<file path="src/rtl/mem_arbiter_pkg.sv">
// Shared types and constants for the byte-serial memory arbiter.
// State encoding is exported so checkers can bind to the FSM directly.
package mem_arbiter_pkg;

  typedef enum logic [1:0] {
    IDLE     = 2'd0,
    IF_READ  = 2'd1,
    MEM_READ = 2'd2,
    WRITE    = 2'd3
  } arb_state_e;

  localparam logic [31:0] IO_BASE   = 32'h0003_0000;

  localparam logic [2:0]  LEN_B     = 3'd1;
  localparam logic [2:0]  LEN_H     = 3'd2;
  localparam logic [2:0]  LEN_W     = 3'd4;

  localparam logic        RstEnable = 1'b1;
  localparam logic [31:0] ZeroWord  = 32'h0000_0000;

endpackage

</file>
<file path="src/rtl/mem_arbiter_byte_assembler.sv">
// Collects RAM read bytes into a little-endian word, one byte lane per
// transfer; cleared when a new transaction is granted.
module mem_arbiter_byte_assembler
  import mem_arbiter_pkg::*;
(
  input  logic        clk,
  input  logic        rst,
  input  logic        en,
  input  logic        clear,
  input  logic        capture,
  input  logic [1:0]  idx,
  input  logic [7:0]  din,
  output logic [31:0] word_merged
);

  logic [31:0] word;

  // word_merged includes the byte arriving this cycle, so the FSM can hand
  // out the complete word on the same edge that captures the last byte.
  always_comb begin
    word_merged = word;
    if (capture) begin
      word_merged[8*idx +: 8] = din;
    end
  end

  always_ff @(posedge clk) begin
    if (rst == RstEnable) begin
      word <= ZeroWord;
    end else if (en) begin
      if (clear) begin
        word <= ZeroWord;
      end else begin
        word <= word_merged;
      end
    end
  end

endmodule

</file>
<file path="src/rtl/mem_arbiter.sv">
// Shares the byte-wide RAM port between instruction fetch and the load/store
// unit, serialising each access into byte transfers and reassembling words.
module mem_arbiter #(
  parameter int                ADDR_W  = 32,
  parameter logic [ADDR_W-1:0] IO_BASE = ADDR_W'(mem_arbiter_pkg::IO_BASE)
) (
  input  logic              clk,
  input  logic              rst,
  input  logic              rdy,
  input  logic              if_req,
  input  logic [ADDR_W-1:0] if_addr,
  input  logic              if_flush,
  output logic              if_done,
  output logic [31:0]       if_inst,
  input  logic              mem_req,
  input  logic              mem_we,
  input  logic [ADDR_W-1:0] mem_addr,
  input  logic [2:0]        mem_len,
  input  logic [31:0]       mem_wdata,
  output logic              mem_done,
  output logic [31:0]       mem_rdata,
  input  logic [7:0]        ram_din,
  output logic [7:0]        ram_dout,
  output logic [ADDR_W-1:0] ram_a,
  output logic              ram_wr,
  input  logic              io_buffer_full,
  output logic [1:0]        dbg_state
);
  import mem_arbiter_pkg::*;

  // Handshake: a requester raises *_req with stable operands and holds it
  // until the matching *_done pulse; done is a single-cycle strobe (only
  // issued while rdy is high) and the arbiter never grants in a done cycle.

  arb_state_e        state, state_n;
  logic [2:0]        cnt, cnt_n;
  logic [2:0]        len, len_n;
  logic [ADDR_W-1:0] base, base_n;
  logic [ADDR_W-1:0] cur_addr;
  logic [31:0]       wdata_q, wdata_n;
  logic              if_done_q, if_done_n;
  logic              mem_done_q, mem_done_n;
  logic [31:0]       if_inst_n, mem_rdata_n;
  logic              grant;
  logic              capture;
  logic [31:0]       word_merged;
  logic [ADDR_W-1:0] ram_a_c;
  logic              ram_wr_c;
  logic [7:0]        ram_dout_c;

  mem_arbiter_byte_assembler u_asm (
    .clk         (clk),
    .rst         (rst),
    .en          (rdy),
    .clear       (grant),
    .capture     (capture),
    .idx         (2'(cnt - 3'd1)),
    .din         (ram_din),
    .word_merged (word_merged)
  );

  always_ff @(posedge clk) begin
    if (rst == RstEnable) begin
      state      <= IDLE;
      cnt        <= 3'd0;
      len        <= 3'd0;
      base       <= '0;
      wdata_q    <= ZeroWord;
      if_done_q  <= 1'b0;
      mem_done_q <= 1'b0;
      if_inst    <= ZeroWord;
      mem_rdata  <= ZeroWord;
    end else if (rdy) begin
      state      <= state_n;
      cnt        <= cnt_n;
      len        <= len_n;
      base       <= base_n;
      wdata_q    <= wdata_n;
      if_done_q  <= if_done_n;
      mem_done_q <= mem_done_n;
      if_inst    <= if_inst_n;
      mem_rdata  <= mem_rdata_n;
    end
  end

  always_comb begin
    state_n     = state;
    cnt_n       = cnt;
    len_n       = len;
    base_n      = base;
    wdata_n     = wdata_q;
    if_done_n   = 1'b0;
    mem_done_n  = 1'b0;
    if_inst_n   = if_inst;
    mem_rdata_n = mem_rdata;
    grant       = 1'b0;
    capture     = 1'b0;
    ram_a_c     = '0;
    ram_wr_c    = 1'b0;
    ram_dout_c  = 8'h00;
    cur_addr    = base + ADDR_W'(cnt);

    unique case (state)
      IDLE: begin
        if (!if_done_q && !mem_done_q) begin
          if (mem_req) begin
            grant   = 1'b1;
            state_n = mem_we ? WRITE : MEM_READ;
            base_n  = mem_addr;
            len_n   = mem_len;
            wdata_n = mem_wdata;
            cnt_n   = 3'd0;
          end else if (if_req && !if_flush) begin
            grant   = 1'b1;
            state_n = IF_READ;
            base_n  = if_addr;
            len_n   = LEN_W;
            cnt_n   = 3'd0;
          end
        end
      end

      IF_READ, MEM_READ: begin
        capture = (cnt != 3'd0);
        // While frozen, re-present the previous address so that ram_din still
        // carries byte cnt-1 on the first cycle after rdy returns.
        if (!rdy && cnt != 3'd0) begin
          ram_a_c = base + ADDR_W'(cnt - 3'd1);
        end else if (cnt < len) begin
          ram_a_c = cur_addr;
        end

        if (state == IF_READ && if_flush) begin
          state_n = IDLE;
          cnt_n   = 3'd0;
        end else if (cnt >= len) begin
          state_n = IDLE;
          cnt_n   = 3'd0;
          if (state == IF_READ) begin
            if_done_n = 1'b1;
            if_inst_n = word_merged;
          end else begin
            mem_done_n  = 1'b1;
            mem_rdata_n = word_merged;
          end
        end else begin
          cnt_n = cnt + 3'd1;
        end
      end

      WRITE: begin
        if (cnt < len) begin
          ram_a_c    = cur_addr;
          ram_dout_c = wdata_q[8*cnt[1:0] +: 8];
          if (!(cur_addr >= IO_BASE && io_buffer_full)) begin
            ram_wr_c = 1'b1;
            cnt_n    = cnt + 3'd1;
          end
        end else begin
          state_n    = IDLE;
          cnt_n      = 3'd0;
          mem_done_n = 1'b1;
        end
      end

      default: state_n = IDLE;
    endcase
  end

  assign ram_a     = ram_a_c;
  assign ram_dout  = ram_dout_c;
  assign ram_wr    = ram_wr_c & rdy;
  assign if_done   = if_done_q & rdy & ~if_flush;
  assign mem_done  = mem_done_q & rdy;
  assign dbg_state = state;

endmodule
</file>
<file path="config.mk">
export PLATFORM = sky130hd
export DESIGN_NAME = mem_arbiter
export DESIGN_NICKNAME = d
export VERILOG_FILES = /design/src/rtl/mem_arbiter_pkg.sv /design/src/rtl/mem_arbiter_byte_assembler.sv /design/src/rtl/mem_arbiter.sv
export SDC_FILE = /design/constraint.sdc
export NUM_CORES = 1
export LEC_CHECK = 0
export CAP_MARGIN = 0
export CORE_UTILIZATION = 47
export DETAILED_ROUTE_END_ITERATION = 6
export HOLD_SLACK_MARGIN = 0.15
export PLACE_DENSITY = 0.8
export SLEW_MARGIN = 20
export SYNTH_ARGS = -nofsm -noshare
export SYNTH_HDL_FRONTEND = slang
export SYNTH_SLANG_ARGS = --single-unit
</file>
<file path="constraint.sdc">
create_clock -name clk -period 5.8 [get_ports clk]
set_clock_uncertainty 0.05 [all_clocks]
set_input_delay 1.45 -clock clk [delete_from_list [all_inputs] [get_ports clk]]
set_output_delay 1.45 -clock clk [all_outputs]
set_load 0.03 [all_outputs]
</file>
# After elaboration in Yosys (flattened, before gate mapping)
# Index checks and enable logic that the tools add are counted.
dict set report totals {
  ff_bits 170
  in_bits 115
  output_inout_bits 109
  wordCells 101
}
dict set report op_classes {
  addsub 6
  order_cmp 3
  eq_ne 8
  shifts 3
  n_mux 45
  bitwise 7
  reduce_logical 19
}
# op count
set ops {}
lappend ops {{$mux W32} 6}
lappend ops {{$pmux W32 S2} 1}
lappend ops {{$neg A5 Y34} 1}
lappend ops {{$shift A8 B34 Y32 const A} 1}
lappend ops {{$shiftx A8 B34 Y32} 1}
lappend ops {{$add A32 B3 Y32} 1}
lappend ops {{$add A32 B32 Y32} 1}
lappend ops {{$bwmux W32} 1}
lappend ops {{$ge A32 B18 Y1 const B} 1}
lappend ops {{$shiftx A32 B6 Y8} 1}
lappend ops {{$mux W3} 9}
lappend ops {{$mux W1} 17}
lappend ops {{$mux W8} 2}
lappend ops {{$reduce_and A5 Y1} 3}
lappend ops {{$mux W2} 6}
lappend ops {{$reduce_and A4 Y1} 3}
lappend ops {{$ne A3 B3 Y1 const B} 3}
lappend ops {{$pmux W3 S3} 1}
lappend ops {{$pmux W2 S3} 1}
lappend ops {{$logic_and A1 B1 Y1} 5}
lappend ops {{$and A1 B1 Y1} 4}
lappend ops {{$eq A2 B2 Y1 const B} 2}
lappend ops {{$logic_not A1 Y1} 4}
lappend ops {{$ne A2 B2 Y1 const B} 2}
lappend ops {{other kinds (12)} 14}

# Depth between registers and ports, before layout
# Gate-level depths: netlist of the first run.
dict set report logic_depth {
  depth_word 7
  depth_mapped 13
  mapped_depth_nobuf 12
}

# Cells and area by module
# Synthesis of the first run repeated with hierarchy kept, for this count alone.
dict set report hier_totals {
  hier_cells 1308
  area_unflattened_um2 10447.5
}
# mod n_inst cells_per_inst area_each_um2 seq_area_each_um2
set by_module_without_submodules {}
lappend by_module_without_submodules {mem_arbiter 1 1152 8818.5 2762.6}
lappend by_module_without_submodules {mem_arbiter_byte_assembler 1 156 1629.1 640.6}

# Worst setup path after synthesis of the first run
# Ideal clock, no wire load.
dict set report synth_path {
  path_type {register to output}
  start {register cnt[0]}
  end {output port ram_a[28]}
  t_arrival_ns 5.370
  t_required_ns 4.300
  setup_slack_ns -1.070
  stages_incl_launch_ff 12
  n_path_buf 1
  cell_sequence {dfxtp_1 -> buf_1 -> nor3_1 -> ha_1 -> a21oi_1 -> o21ai_0 -> or4_1 -> a31oi_1 -> nand2_1 -> a211oi_1 -> o21ai_0 -> a211oi_1}
}
dict set report synth_via {
  elab_chain_len 4
  word_cells_on_any_way 9
  classes_between {add/sub: 3; order compare: 1; mux: 3; reduce/logical: 2}
}
# item line
set synth_lines {}
lappend synth_lines {{from (decl)} mem_arbiter.sv:36} ;# logic [2:0] cnt, cnt_n;
lappend synth_lines {{from (signal assigned)} mem_arbiter.sv:75} ;# cnt <= cnt_n;
lappend synth_lines {{$sub A3 B1 Y4 (tied with other cells)} mem_arbiter.sv:128} ;# ram_a_c = base + ADDR_W'(cnt - 3'd1);
lappend synth_lines {{$add A32 B32 Y32 (tied with other cells)} mem_arbiter.sv:128}
lappend synth_lines {{$mux W32} mem_arbiter.sv:127} ;# if (!rdy && cnt != 3'd0) begin
lappend synth_lines {{$pmux W32 S2 (*)} mem_arbiter.sv:103} ;# unique case (state)
lappend synth_lines {{to (decl)} mem_arbiter.sv:24} ;# output logic [ADDR_W-1:0] ram_a,
# Every way passes the cells marked *; elsewhere a longest branch is shown, timed or not.

# Final worst setup path of the first run
dict set report layout_path {
  start {register cnt[0]}
  end {output port ram_a[31]}
}
# Same word-level chain as after synthesis.

==> flow_metrics.env, run 1 <==
export IMPL_outcome="completed"
export IMPL_final_cell_area_um2=13410
export IMPL_row_count=53
export IMPL_synth_area_top_cells="dfxtp_1, a211oi_1, nand2_1"
export IMPL_synth_top_area_cell="dfxtp_1"
export IMPL_initial_core_util_pct=48.47
export IMPL_cts_tree="built"
export IMPL_synth_seq_cells=170
export IMPL_cp_arrival_ns=4.09
export IMPL_hold_viol=0
export IMPL_use_met2_pct=46.02
export IMPL_ios=224
export IMPL_crit_family="compound AO/OA/AOI/OAI gates"
export IMPL_port_buffer_count=223
export IMPL_synthDistinctLibCells=67
export IMPL_clk_latency_ns=0.44
export IMPL_crit_slowest_cell="ha_1"
export IMPL_setup_viol=0
export IMPL_synth_top_area_share_pct=33.09
export IMPL_crit_chain="inv_1, ha_1, inv_1, ha_1, a21oi_1, and4b_1, o2111ai_1, nand3_1, a31oi_1, buf_4, o221ai_1, xnor2_1, o311a_1, buf_4"
export IMPL_slew_viol_final=0
export IMPL_powerDensity_nw_per_um2=255.9
export IMPL_n_antenna_cell=0
export IMPL_netlist_area_um2=10290
export IMPL_crit_type="flop to output port"
export IMPL_postSynthCellCount=1321
export IMPL_syn2layout_area_growth_pct=30.41
export IMPL_drv_cap=0
export IMPL_fp_dieW_um=149.9
export IMPL_clock_sinks=170
export IMPL_rsz0062_at_grt="yes"
export IMPL_core_um2=21220
export IMPL_clockBufferDepth=2
export IMPL_hpwlAfterDp_mm=23.50
export IMPL_die_h_um=149.9
export IMPL_p_leak_nw=4.990
export IMPL_setup_tns_ns=0
export IMPL_fmax_mhz=178.8
export IMPL_track_usage_pct=28.62
export IMPL_synthFlopType="dfxtp_1"
export IMPL_nNetsFinal=1660
export IMPL_grt_pass1_wl_mm=51.03
export IMPL_grt_pass1_vias=9913
export IMPL_synth_edf_count=0
export IMPL_avgViaCountPerCell=5.872
export IMPL_via_count=10470
export IMPL_fin_crit_sh_pct=96.41
export IMPL_wl_per_cell_um=18.12
export IMPL_cts_clk_slew_worst_paths_ns=0.08
export IMPL_holdCritPathClass="flop to flop"
export IMPL_post_synth_cell_area_avg_um2=7.787
export IMPL_root_buffer="clkbuf_16"
export IMPL_drt_pass1_iterations=5
export IMPL_drive_above_1_share_pct=7.029
export IMPL_post_route_min_period_ns=5.592
export IMPL_whs_ns=0.4062
export IMPL_drc=0
export IMPL_cp_max_fo=8
export IMPL_grt_max_degree=74
export IMPL_synth_seq_area_share_pct=33.09
export IMPL_ys_warn_count=0
export IMPL_ir_drop_mv=0.1678
export IMPL_max_stage_delay_ns=0.45
export IMPL_grt_overflow_total=0
export IMPL_tightest_slew_ns=1.101
export IMPL_relSlewSlack_pct=26.06
export IMPL_yosys_top_cells_count="nand2_1, nor2_1, dfxtp_1"
export IMPL_gp_congestion=0.9417
export IMPL_path_buf_inv=4
export IMPL_antenna_found_initial=0
export IMPL_die_area_um2=22480
export IMPL_worstPathRequired_ns=4.30
export IMPL_gr_usage_met3_pct=6.098
export IMPL_placed_area_um2=12750
export IMPL_busiest_layer="met2"
export IMPL_numCtsBuffers=17
export IMPL_critPathLaunchType="flop"
export IMPL_htree_num_levels=4
export IMPL_synth_fp_nets=1486
export IMPL_antenna_left=0
export IMPL_endpoint_kind="output port"
export IMPL_wirelength_mm=32.30
export IMPL_drtIter0Drc=944
export IMPL_use_met1_pct=37.97
export IMPL_ys_async_sr_fraction_pct=0
export IMPL_power_total_mw=3.432
-- cells in the final DEF (no fill, tap or decap), types with 29 or more instances in the layout --
cell,n
a211oi_1,105
nand2_1,175
mux2i_1,34
o21ai_0,29
nand2b_1,38
clkdlybuf4s50_1,199
a21oi_1,124
ha_1,48
nor2_1,171
buf_4,37
dfxtp_1,169
-- final timing paths --
| path | cells after the start | to | slack, ns | from |
|---|---|---|---|---|
| max | 14 | ram_a[31] | 0.21 | cnt[0] |
| min | 2 | wdata_q[22] | 0.41 | wdata_q[22] |
| max reg2reg | 11 | cnt[0] | 2.30 | cnt[0] |
| min reg2reg | 2 | wdata_q[22] | 0.41 | wdata_q[22] |
-- per-stage QoR --
step	setup WS, ns	std cells	utilization (%)
after floorplan	0.09644	1321	-
after global placement	0.4435	1749	60.07
after detailed placement	0.4140	1749	60.09
after CTS	0.01039	1781	62.98
after global routing	-0.02525	1783	63.21
final	0.2080	1783	63.21
-- registers in the layout (all words and copies together), names as in the netlist --
| name | cells |
|---|---|
| base | 32 |
| cnt | 3 |
| dbg_state | 2 |
| if_done_q | 1 |
| if_inst | 32 |
| len | 3 |
| mem_done_q | 1 |
| mem_rdata | 32 |
| u_asm.word | 32 |
| wdata_q | 32 |
-- area by class of cell --
cell class	instances	area (µm²)
sequential	170	3405
clock inverter	15	187.7
tap	275	344.1
multi-input combinational	1029	6462
fill	1886	7806
timing repair buffer	249	2485
inverter	28	105.1
clock buffer	17	425.4
-- repair_timing --
action                                  CTS  global route
buffers inserted                          0             2
hold buffers                              0             0
gates resized for setup                   0             7
endpoints found under the setup margin    0            14
endpoints found under the hold margin     0             0
-- worst reg2reg max path, stage by stage, from the launching register on --
cell	delay [ns]
dfxtp_1	0.43
buf_4	0.20
ha_1	0.21
fa_1	0.23
a21o_1	0.20
nand4_2	0.36
nor3_1	0.40
xnor2_1	0.14
o2111a_1	0.33
a311oi_2	0.52
or2_4	0.23
o22ai_1	0.09
-- power by group --
group | leakage, nW | total (mW) | switching, mW | internal [mW]
sequential | 1.38 | 1.31 | 0.0772 | 1.23
combinational | 3.31 | 0.942 | 0.533 | 0.410
clock | 0.295 | 1.18 | 0.590 | 0.590
total | 4.99 | 3.43 | 1.20 | 2.23
-- logic make-up after synthesis --
logic type	share of synthesized area, %
AOI/OAI and AO/OA	23.91
buffers and inverters	4.586
DFF	33.09
adders and majority gates	6.228
muxes	5.060
xor gates and xnor gates	4.428
and+or+nand+nor	22.70
-- routing by layer --
metal,vias up,share of wire [%]
li1,5086,-
met1,4910,43
met2,426,47
met3,47,7.8
met4,0,2.1
met5,-,0
Note: power is estimated with default switching activity, not from simulation.
==> run 2: changes to the inputs <==
--- a/config.mk
+++ b/config.mk
@@ -6,6 +6,7 @@
 export NUM_CORES = 1
 export LEC_CHECK = 0
 export CAP_MARGIN = 0
+export CORE_ASPECT_RATIO = 0.8
 export CORE_UTILIZATION = 47
 export DETAILED_ROUTE_END_ITERATION = 6
 export HOLD_SLACK_MARGIN = 0.15
==> run 2 against run 1 <==
Worst setup slack worse by 0.052 ns. Die area hardly changed. Global-route usage is 0.37 points lower. Flip-flop and latch count unchanged. Clock power about the same.
==> flow_metrics.env, run 2 (same netlist as run 1, synthesis figures left out) <==
export IMPL_cp_arrival_ns=4.14
export IMPL_ir_drop_mv=0.2025
export IMPL_grt_pass1_wl_mm=50.73
export IMPL_antenna_found_initial=0
export IMPL_layout_commonest_cell="clkdlybuf4s50_1"
export IMPL_nNetsFinal=1664
export IMPL_whs_endpoint="wdata_q[9]"
export IMPL_clk_latency_ns=0.44
export IMPL_pwr_share_clk_pct=34.6
export IMPL_worstHoldPathCells=2
export IMPL_drt_pass1_iterations=6
export IMPL_wirelength_mm=32.27
export IMPL_wl_per_cell_um=18.06
export IMPL_gp_congestion=0.9960
export IMPL_clockBufferDepth=2
export IMPL_die_h_um=134.3
export IMPL_setup_viol=0
export IMPL_ios=224
export IMPL_final_cell_mix="clkdlybuf4s50_1, nand2_1, nor2_1"
export IMPL_via_count=10440
export IMPL_drv_cap=0
export IMPL_crit_type="flop to output port"
export IMPL_cp_max_fo=9
export IMPL_fp_dieW_um=167.4
export IMPL_cts_hold_repair_buffers=0
export IMPL_fmax_mhz=177.2
export IMPL_antenna_left=0
export IMPL_reg2reg_depth=10
export IMPL_fin_crit_sh_pct=97.31
export IMPL_p_switching_mw=1.228
export IMPL_core_um2=21500
export IMPL_endpoint_kind="output port"
export IMPL_port_buffer_count=223
export IMPL_holdCritPathClass="flop to flop"
export IMPL_htree_num_levels=4
export IMPL_grt_max_degree=92
export IMPL_grt_pass1_vias=9518
export IMPL_pwr_share_comb_pct=27.8
export IMPL_worstHoldStart="wdata_q[9]"
export IMPL_tightest_slew_ns=0.9434
export IMPL_n_antenna_cell=0
export IMPL_reg2reg_slack_ns=2.43
export IMPL_clock_sinks=170
export IMPL_p_leak_nw=4.986
export IMPL_cts_tree="built"
export IMPL_cts_clk_slew_worst_paths_ns=0.08
export IMPL_r2r_start="cnt[0]"
export IMPL_drive_above_1_share_pct=7.672
export IMPL_worstPathRequired_ns=4.30
export IMPL_track_usage_pct=28.25
export IMPL_rsz0062_at_grt="no"
export IMPL_grt_overflow_total=0
export IMPL_drc=0
export IMPL_root_buffer="clkbuf_16"
export IMPL_numCtsBuffers=17
export IMPL_slew_viol_final=0
export IMPL_setup_tns_ns=0
export IMPL_die_area_um2=22490
export IMPL_netSwitchingFraction_pct=35.32
export IMPL_avgViaCountPerCell=5.843
export IMPL_reg2reg_to="cnt[0]"
export IMPL_syn2layout_area_growth_pct=31.33
export IMPL_whs_ns=0.4059
export IMPL_critPathLaunchType="flop"
export IMPL_row_count=48
export IMPL_hold_viol=0
export IMPL_hpwlAfterDp_mm=24.11
export IMPL_relSlewSlack_pct=36.63
export IMPL_seq_power_share_pct=37.6
export IMPL_post_route_min_period_ns=5.644
export IMPL_drtIter0Drc=824
export IMPL_powerDensity_nw_per_um2=257.4
export IMPL_outcome="completed"
export IMPL_internal_power_mw=2.249
export IMPL_initial_core_util_pct=47.84
## run 2: cell count changes in the layout (fill, tap and decap cells not counted), sizes merged
cell / before / now
dlymetal6s2s: 4 / 1
inv: 35 / 33
dlygate4sd2: 0 / 2
clkinvlp: 1 / 0
buf: 46 / 51
clkinv: 7 / 10
## run 2: worst max-delay path: stages, from the launching register on
cell,delay [ns]
dfxtp_1,0.48
ha_1,0.26
fa_1,0.23
a21o_1,0.22
nand4_2,0.38
nor3_1,0.38
xnor2_1,0.19
o2111a_1,0.33
a31oi_1,0.10
nor3_1,0.35
clkdlybuf4s50_1,0.77
## run 2: power by group through the flow
stage	Sequential, mW	Combinational (mW)	Clock (mW)
after floorplan	1.36	0.587	0
after global placement	1.33	0.939	0
after detailed placement	1.33	0.940	0
after CTS	1.31	0.945	1.22
after global routing	1.32	1.05	1.27
final	1.31	0.966	1.20
## run 2: cell type report
cell class / instances / area, µm²
Clock buffer: 17 / 425.4
Clock inverter: 15 / 216.5
Fill cell: 1867 / 7991
Inverter: 28 / 105.1
Multi-Input combinational cell: 1029 / 6474
Sequential cell: 170 / 3405
Tap cell: 275 / 344.1
Timing Repair Buffer: 253 / 2540
## run 2: worst max path at each step
stage | from | end | slack (ns) | cells past startpoint
floorplan | cnt[0] | ram_a[28] | 0.1 | 11
global placement | rdy | ram_a[17] | 0.37 | 8
detailed placement | cnt[1] | ram_a[13] | 0.31 | 13
CTS | cnt[0] | ram_a[11] | 0.06 | 13
global route | cnt[1] | ram_a[30] | 0.02 | 15
finish | cnt[0] | ram_wr | 0.16 | 10
## run 2: per-layer routing
layer	part of all wire, %	GRT usage, %	vias up	wire [µm]
li1	-	-	5088	-
met3	8.7	5.960	42	2808
met2	43	43.24	423	13890
met5	0	0	-	0
met4	1.7	7.136	0	536
met1	47	40.22	4888	15040
## run 2: metrics by stage
| step | power (mW) | cells | cell area (µm²) | worst slack [ns] | util (%) |
|---|---|---|---|---|---|
| after floorplan | 1.943 | 1321 | 10300 | 0.09644 | - |
| after global placement | 2.269 | 1753 | 12820 | 0.3717 | 59.65 |
| after detailed placement | 2.272 | 1753 | 12820 | 0.3127 | 59.65 |
| after CTS | 3.470 | 1785 | 13470 | 0.06441 | 62.63 |
| after global routing | 3.627 | 1787 | 13510 | 0.01860 | 62.83 |
| final | 3.477 | 1787 | 13510 | 0.1557 | 62.83 |
## run 2: timing repair
action	CTS	global route
setup buffers	0	2
setup endpoints to repair	3	13
gates resized for setup	3	8
pin swaps	0	3
hold endpoints to repair	0	0
==> run 3: changes to the inputs <==
--- a/config.mk
+++ b/config.mk
@@ -7,6 +7,7 @@
 export LEC_CHECK = 0
 export CAP_MARGIN = 0
 export CORE_ASPECT_RATIO = 0.8
+export CORE_MARGIN = 3
 export CORE_UTILIZATION = 47
 export DETAILED_ROUTE_END_ITERATION = 6
 export HOLD_SLACK_MARGIN = 0.15
==> run 3 against run 2 <==
Power rose by 0.19%. Worst hold slack improved by 0.0015 ns. Register-to-register slack about the same. Fmax shrank 0.46%. Final area is 0.28% higher. Final cell count fell by 0.11%. Global-route usage decreased by 1.5 points. Flip-flop and latch count unchanged. Critical path type unchanged. Largest cell class unchanged.
==> flow_metrics.env, run 3 (same netlist as run 1, synthesis figures left out) <==
export IMPL_critPathLaunchType="flop"
export IMPL_tightest_slew_ns=1.026
export IMPL_slew_viol_final=0
export IMPL_crit_slowest_cell="dfxtp_1"
export IMPL_track_usage_pct=26.80
export IMPL_worstHoldPathCells=2
export IMPL_row_count=47
export IMPL_max_stage_delay_ns=0.43
export IMPL_drc=0
export IMPL_grt_pass1_vias=9758
export IMPL_fmax_mhz=176.4
export IMPL_dp_cells=1753
export IMPL_numCtsBuffers=17
export IMPL_grt_max_degree=93
export IMPL_reg2reg_depth=10
export IMPL_n_antenna_cell=0
export IMPL_post_route_min_period_ns=5.670
export IMPL_syn2layout_area_growth_pct=31.70
export IMPL_rsz0062_at_grt="yes"
export IMPL_p_leak_nw=5.040
export IMPL_hpwlAfterDp_mm=24.56
export IMPL_fillers=1832
export IMPL_crit_type="flop to output port"
export IMPL_htree_num_levels=4
export IMPL_reg2reg_to="cnt[0]"
export IMPL_fp_dieW_um=171.4
export IMPL_cpMostUsedCell="buf_4"
export IMPL_antenna_found_initial=0
export IMPL_ios=224
export IMPL_drt_pass1_iterations=6
export IMPL_ir_drop_mv=0.1944
export IMPL_setup_viol=0
export IMPL_antenna_left=0
export IMPL_stdcell_count=1785
export IMPL_initial_core_util_pct=48.72
export IMPL_grt_overflow_total=0
export IMPL_wl_per_cell_um=18.36
export IMPL_avgViaCountPerCell=5.889
export IMPL_endpoint_kind="output port"
export IMPL_cts_setup_buffers=0
export IMPL_placed_area_um2=12860
export IMPL_drtIter0Drc=883
export IMPL_hold_viol=0
export IMPL_clk_latency_ns=0.44
export IMPL_cts_tree="built"
export IMPL_worstHoldStart="wdata_q[15]"
export IMPL_whs_endpoint="wdata_q[15]"
export IMPL_via_count=10510
export IMPL_worstPathRequired_ns=4.30
export IMPL_fin_crit_sh_pct=97.77
export IMPL_final_cell_mix="clkdlybuf4s50_1, nand2_1, nor2_1"
export IMPL_cts_clk_slew_worst_paths_ns=0.07
export IMPL_cts_hold_repair_buffers=0
export IMPL_core_um2=21110
export IMPL_drv_cap=0
export IMPL_postLayoutSetupSlackWorst_ns=0.1295
export IMPL_holdCritPathClass="flop to flop"
export IMPL_power_total_mw=3.483
export IMPL_clockBufferDepth=2
export IMPL_nNetsFinal=1668
export IMPL_clock_sinks=170
export IMPL_grt_pass1_wl_mm=51.54
export IMPL_pre_cts_ws_ns=0.3267
export IMPL_drive_above_1_share_pct=7.916
export IMPL_gp_congestion=0.9918
export IMPL_relSlewSlack_pct=31.63
export IMPL_root_buffer="clkbuf_16"
export IMPL_wirelength_mm=32.77
export IMPL_powerDensity_nw_per_um2=257.1
export IMPL_worstSetupStartpoint="cnt[2]"
export IMPL_die_h_um=138.3
export IMPL_layout_commonest_cell="clkdlybuf4s50_1"
export IMPL_cp_max_fo=16
export IMPL_die_area_um2=23710
export IMPL_crit_chain="nor3_4, buf_4, buf_4, ha_1, and2_1, nand3_1, o21ai_0, a31oi_2, nand2_1, a211oi_1, buf_4, o21ai_0, a211oi_2, buf_4, buf_12"
export IMPL_reg2reg_slack_ns=2.42
export IMPL_port_buffer_count=223
export IMPL_r2r_start="base[0]"
export IMPL_setup_tns_ns=0
export IMPL_cp_arrival_ns=4.17
export IMPL_final_cell_area_um2=13550
export IMPL_outcome="completed"
-- run 3: cell count changes in the layout (fill, tap and decap cells not counted), sizes merged --
cell,change
inv,+1
dlygate4sd2,-1
clkdlybuf4s50,+2
clkinv,-4
clkinvlp,+2
bufinv,+1
dlymetal6s2s,+3
-- run 3: report_power, final --
group	internal [mW]	switching (mW)
clock	0.626	0.570
sequential	1.23	0.0746
combinational	0.419	0.562
-- run 3: worst max-delay path, delay by kind of cell, from the launching register on --
kind	cells	cell delay, ns
AOI/OAI and AO/OA	5	1.11
buffers and inverters	5	0.97
and+or+nand+nor	4	0.90
DFF	1	0.43
adders and majority gates	1	0.35
-- run 3: area by class of cell --
class | instances | area [µm²] | area share (%)
Clock buffer | 17 | 425.4 | 3.140
Clock inverter | 15 | 195.2 | 1.441
Inverter | 28 | 105.1 | 0.7758
Multi-Input combinational cell | 1029 | 6518 | 48.11
Sequential cell | 170 | 3403 | 25.12
Tap cell | 269 | 336.6 | 2.485
Timing Repair Buffer | 257 | 2564 | 18.92
-- run 3: per-layer routing --
layer  global-route usage (%)  vias to the layer above  wire [µm]
li1                         -                     5089          -
met1                    39.82                     4969      15520
met2                    39.35                      417      14000
met3                    6.507                       36       2754
met4                    5.927                        0        497
met5                        0                        -          0
-- run 3: repair_timing --
item                                   in CTS  in global routing
gates resized for setup                     2                 14
setup endpoints to repair                   1                 14
pin swaps                                   0                  2
gates cloned                                0                  0
endpoints found under the hold margin       0                  0
-- run 3: worst max-delay path by stage --
stage | slack, ns | endpoint | cells after the start
6_report | 0.13 | ram_a[28] | 15
5_1_grt | -0.05 | ram_a[28] | 15
3_5_place_dp | 0.33 | ram_a[31] | 13
4_1_cts | 0.04 | ram_a[28] | 14
2_1_floorplan | 0.1 | ram_a[28] | 11
3_3_place_gp | 0.48 | ram_a[31] | 13
-- run 3: through the flow --
step	util, %	hold slack, ns
global placement	60.85	0.3904
finish	64.17	0.4074
floorplan	-	0.3831
global route	64.17	0.4223
detailed placement	60.91	0.3958
CTS	63.87	0.4054
